**config.mk**
```make
export PLATFORM = sky130hd
export DESIGN_NAME = mfp_ahb_arbiter
export DESIGN_NICKNAME = d
export VERILOG_FILES = /design/src/rtl/mfp_ahb_arbiter.sv
export SDC_FILE = /design/constraint.sdc
export NUM_CORES = 1
export LEC_CHECK = 0
export ABC_AREA = 0
export CAP_MARGIN = 20
export CORE_AREA = 2 2 95 97
export CTS_CLUSTER_SIZE = 25
export DETAILED_ROUTE_END_ITERATION = 10
export DIE_AREA = 0 0 97 99
export GPL_ROUTABILITY_DRIVEN = 0
export PLACE_DENSITY = 0.77
export SETUP_SLACK_MARGIN = 0.15
export SLEW_MARGIN = 20
export SYNTH_ARGS = -nofsm -noshare
export SYNTH_HDL_FRONTEND = slang
export SYNTH_SLANG_ARGS = --single-unit
export TNS_END_PERCENT = 10
```
**constraint.sdc**
```tcl
create_clock -name HCLK -period 2.3 [get_ports HCLK]
set_clock_uncertainty 0.2 [all_clocks]
set_input_delay 0.46 -clock HCLK [delete_from_list [all_inputs] [get_ports HCLK]]
set_output_delay 0.46 -clock HCLK [all_outputs]
set_load 0.01 [all_outputs]
```
**src/rtl/mfp_ahb_arbiter.sv**
```systemverilog
// Two-master AHB-Lite arbiter: registered grants, address/data muxes,
// round-robin with a hold limit, never splitting bursts or locked runs.
module mfp_ahb_arbiter #(
  parameter int ADDR_W   = 32,
  parameter int DATA_W   = 32,
  parameter int MAX_HOLD = 8
) (
  input  logic              HCLK,
  input  logic              HRESETn,
  input  logic              M0_HBUSREQ,
  input  logic              M0_HMASTLOCK,
  input  logic [1:0]        M0_HTRANS,
  input  logic [ADDR_W-1:0] M0_HADDR,
  input  logic              M0_HWRITE,
  input  logic [2:0]        M0_HSIZE,
  input  logic [2:0]        M0_HBURST,
  input  logic [3:0]        M0_HPROT,
  input  logic [DATA_W-1:0] M0_HWDATA,
  output logic              M0_HGRANT,
  input  logic              M1_HBUSREQ,
  input  logic              M1_HMASTLOCK,
  input  logic [1:0]        M1_HTRANS,
  input  logic [ADDR_W-1:0] M1_HADDR,
  input  logic              M1_HWRITE,
  input  logic [2:0]        M1_HSIZE,
  input  logic [2:0]        M1_HBURST,
  input  logic [3:0]        M1_HPROT,
  input  logic [DATA_W-1:0] M1_HWDATA,
  output logic              M1_HGRANT,
  input  logic              HREADY,
  output logic [1:0]        HTRANS,
  output logic [ADDR_W-1:0] HADDR,
  output logic              HWRITE,
  output logic [2:0]        HSIZE,
  output logic [2:0]        HBURST,
  output logic [3:0]        HPROT,
  output logic              HMASTLOCK,
  output logic [DATA_W-1:0] HWDATA,
  output logic              HMASTER
);

  localparam int HW = $clog2(MAX_HOLD + 1);
  localparam logic [HW-1:0] HOLD_MAX = HW'(MAX_HOLD);
  localparam logic [1:0] SEQ = 2'b11;

  logic [1:0]    gnt_q, gnt_d;
  logic          addr_own_q, addr_own_d;
  logic          data_own_q, data_own_d;
  logic          last_q, last_d;
  logic [HW-1:0] hold_q, hold_d;

  logic [1:0] req;
  logic [1:0] own_trans;
  logic       own_lock;
  logic       own_req;
  logic       other_req;
  logic       busy;
  logic       gidx;
  logic       nxt;

  assign req  = {M1_HBUSREQ, M0_HBUSREQ};
  assign gidx = gnt_q[1];

  always_comb begin
    own_trans = addr_own_q ? M1_HTRANS : M0_HTRANS;
    own_lock  = addr_own_q ? M1_HMASTLOCK : M0_HMASTLOCK;
    own_req   = req[addr_own_q];
    other_req = req[~addr_own_q];
    busy      = (own_trans == SEQ) || own_lock;

    // single requester wins; nobody requesting parks on M0
    nxt = req[1];
    if (busy) begin
      nxt = gidx;
    end else if (&req) begin
      if (hold_q >= HOLD_MAX) begin
        nxt = ~addr_own_q;
      end else begin
        nxt = own_req ? gidx : ~last_q;
      end
    end

    gnt_d      = gnt_q;
    addr_own_d = addr_own_q;
    data_own_d = data_own_q;
    last_d     = last_q;
    hold_d     = hold_q;

    if (HREADY) begin
      gnt_d      = nxt ? 2'b10 : 2'b01;
      addr_own_d = gidx;
      data_own_d = addr_own_q;
      if (nxt != gidx) begin
        last_d = nxt;
      end
    end

    if (!other_req) begin
      hold_d = '0;
    end else if (HREADY) begin
      if (nxt != gidx) begin
        hold_d = '0;
      end else if (own_trans[1] && hold_q < HOLD_MAX) begin
        hold_d = hold_q + 1'b1;
      end
    end
  end

  always_ff @(posedge HCLK or negedge HRESETn) begin
    if (!HRESETn) begin
      gnt_q      <= 2'b01;
      addr_own_q <= 1'b0;
      data_own_q <= 1'b0;
      last_q     <= 1'b1;
      hold_q     <= '0;
    end else begin
      gnt_q      <= gnt_d;
      addr_own_q <= addr_own_d;
      data_own_q <= data_own_d;
      last_q     <= last_d;
      hold_q     <= hold_d;
    end
  end

  assign M0_HGRANT = gnt_q[0];
  assign M1_HGRANT = gnt_q[1];
  assign HMASTER   = addr_own_q;

  assign HTRANS    = addr_own_q ? M1_HTRANS    : M0_HTRANS;
  assign HADDR     = addr_own_q ? M1_HADDR     : M0_HADDR;
  assign HWRITE    = addr_own_q ? M1_HWRITE    : M0_HWRITE;
  assign HSIZE     = addr_own_q ? M1_HSIZE     : M0_HSIZE;
  assign HBURST    = addr_own_q ? M1_HBURST    : M0_HBURST;
  assign HPROT     = addr_own_q ? M1_HPROT     : M0_HPROT;
  assign HMASTLOCK = addr_own_q ? M1_HMASTLOCK : M0_HMASTLOCK;
  assign HWDATA    = data_own_q ? M1_HWDATA    : M0_HWDATA;

endmodule
```
==> impl_metrics.ini <==
[run_status]
run_status = finished, final reports clean

[placement]
placed_cells = 484
portBuffers = 241
dpl_cell_area_mm2 = 0.00403
dpl.hpwl_um = 6400

[floorplanning]
die_h_um = 99
start_util_pct = 16.9
io-pin-count = 242
core-area_mm2 = 0.00855
core.rowCount = 34
die_w_um = 97
die-area_mm2 = 0.00960

[global_routing]
use_met1_pct = 16.1
antenna_found_initial = 0
grt_max_degree = 18
met2_usage_pct = 29.2
overflow = 0
grt_pass1_vias = 2344
grt_pass1_wl_um = 11800
gr-max-usage-layer = met2
track_usage_pct = 15.2
use_met3_pct = 5.82

[logic_synthesis]
synth_fa_ha_area_share_pct = 1.73
synth_top_area_cell = mux2_2
ys_types = 27
ys_warn_count = 0
synth_top_family_by_area = multiplexers
ys_seq_elements = 8
ys_seq_area_share_pct = 14.0
synth-simple-area-share_pct = 6.42
syn_nets = 300
synthCells = 137
synth_area_leaders = mux2_2, dfrtp_1, mux2_4, a311oi_4, dfstp_2
synth.area.mux_share_pct = 66.8
synth_compound_area_share_pct = 6.16
syn_area_per_cell_um2 = 10.5
synthesis.area_mm2 = 0.00144
netlist.area_leader.share_pct = 64.0
synth_xor_area_share_pct = 0

[route]
drc = 0
wl_per_cell_um = 16.0
drt_wl_total_um = 7970
ant_nets = 0
first_iter_violations = 7
vias = 2143
first_pass_iters = 3
via_per_inst = 4.31

[clocking]
clock-sinks = 8
cts.clk_slew.worst_paths_ns = 0.05
cts_tree = yes
h-tree-depth = 1
cts_max_path_buffers = 2
cts_root_buf = clkbuf_8
numCtsBuffers = 3
clock_latency_ns = 0.24
ctsHoldBuffers = 0

[worst_setup_path]
start_kind = flip-flop
worstSetupPathType = reg -> out
required_ns = 1.64
crit_path_end_kind = primary output
critPathMaxStageDelay_ns = 0.39
r2r_setup_slack_ns = 0.21
worst-path-buf-inv = 3
critPathTopFamily = buffers and inverters
crit_fanout = 9
r2r-start = HMASTER
cp_slowest_cell = dfrtp_2
cp.arrival_ns = 1.48
rr_endpoint = hold_q[2]
r2r_cells = 6
path_cells = buf_4 -> buf_8 -> mux2_2 -> dlygate4sd2_1

[layout]
drive_gt1_share_pct = 35.5
area_delta_synth_final_pct = 192
finalNetCount = 553
fin_util_pct = 49.2
most-common-layout-cells = clkdlybuf4s50_1, mux2_2, clkdlybuf4s15_1
nFillCells = 791
final_common_cell = clkdlybuf4s50_1
n_antenna_cell = 0
final_cell_area_mm2 = 0.00421
seq_area_um2 = 204
multi_input_area_mm2 = 0.00118
finalNonFillerCells = 497

[power]
ir_drop_mv = 0.339
leakage_uw = 0.00174
finalPower_uw = 3150
cellPowerDensity_mw_per_mm2 = 749

[timing]
worst_pin_slew_ns = 0.391
rsz0062_at_grt = true
period_share_pct = 93.1
setup_viol = 0
hold_violations = 0
fmax_ghz = 0.467
relSlewSlack_pct = 73.8
drv_slew = 0
min_period_ns = 2.14

[min_path]
min_path_type = in -> async

[job]
drv_cap = 0
==> logic make-up after synthesis <==
| kind of cell | count (synthesis) |
|---|---|
| compound gates | 10 |
| fa+ha+maj | 2 |
| simple gates | 16 |
| buf+inv | 16 |
| mux | 85 |
| flops | 8 |
==> per-layer routing <==
metal | share of wire, % | vias up
met2 | 52 | 137
met3 | 10 | 4
met4 | 0.50 | 0
met1 | 37 | 988
met5 | 0 | -
li1 | - | 1014
==> worst max path at each step <==
stage / from / to / slack, ns / cells after the start
3_3_place_gp: M0_HBUSREQ / hold_q[1] / -0.04 / 6
3_5_place_dp: M0_HBUSREQ / hold_q[1] / -0.09 / 6
6_report: HMASTER / HADDR[0] / 0.16 / 4
5_1_grt: HMASTER / HADDR[21] / 0.12 / 5
2_1_floorplan: HMASTER / HADDR[10] / 0.17 / 4
4_1_cts: HMASTER / HADDR[13] / 0.13 / 5
==> cells in the mapped netlist <==
cell type,instances
a211o_1,1
a211oi_1,1
a21oi_1,1
a221o_1,1
a22o_1,1
a311oi_4,1
a31oi_1,2
and3_1,2
and3b_4,1
buf_2,3
buf_6,1
clkbuf_1,6
dfrtp_1,7
dfstp_2,1
ha_1,2
inv_1,5
inv_2,1
mux2_2,82
mux2_4,2
mux2i_1,1
nand2_1,4
nand2b_1,3
nand4b_1,1
nor2_1,3
nor2b_1,1
nor3b_1,1
o21ai_0,2
==> timing repair <==
action / 4_1_cts / 5_1_grt
buffers inserted: 4 / 0
pin swaps: 0 / 1
endpoints found under the hold margin: 0 / 0
gates cloned: 3 / 2
resized for setup: 207 / 8
setup endpoints to repair: 78 / 63
==> registers in the layout, summed over array words and instances (netlist names) <==
| name | count |
|---|---|
| HMASTER | 1 |
| data_own_q | 1 |
| gnt_q | 2 |
| hold_q | 4 |
==> where the power goes <==
group / internal [uW] / total, uW / switching [uW]
Clock: 121 / 184 / 63.3
Combinational: 1700 / 2700 / 999
Sequential: 199 / 263 / 64.0
Total: 2020 / 3150 / 1130
==> final cells by class <==
class,count,share of cell area (%)
repair buffers,258,62.4
flip-flops and latches,8,4.85
clock buffers,4,1.07
inverters,6,0.535
multi-input cells,113,28.0
well taps,108,3.21
==> metrics by stage <==
| stage | TNS (ns) | hold WS [ns] | worst slack, ns |
|---|---|---|---|
| after detailed placement | -0.167 | 0.357 | -0.0882 |
| after floorplan | 0 | -0.0356 | 0.173 |
| after global routing | 0 | 0.350 | 0.115 |
| final | 0 | 0.316 | 0.159 |
| after global placement | -0.101 | 0.335 | -0.0361 |
| after CTS | 0 | 0.337 | 0.135 |
Note: power is estimated with default switching activity, not from simulation.
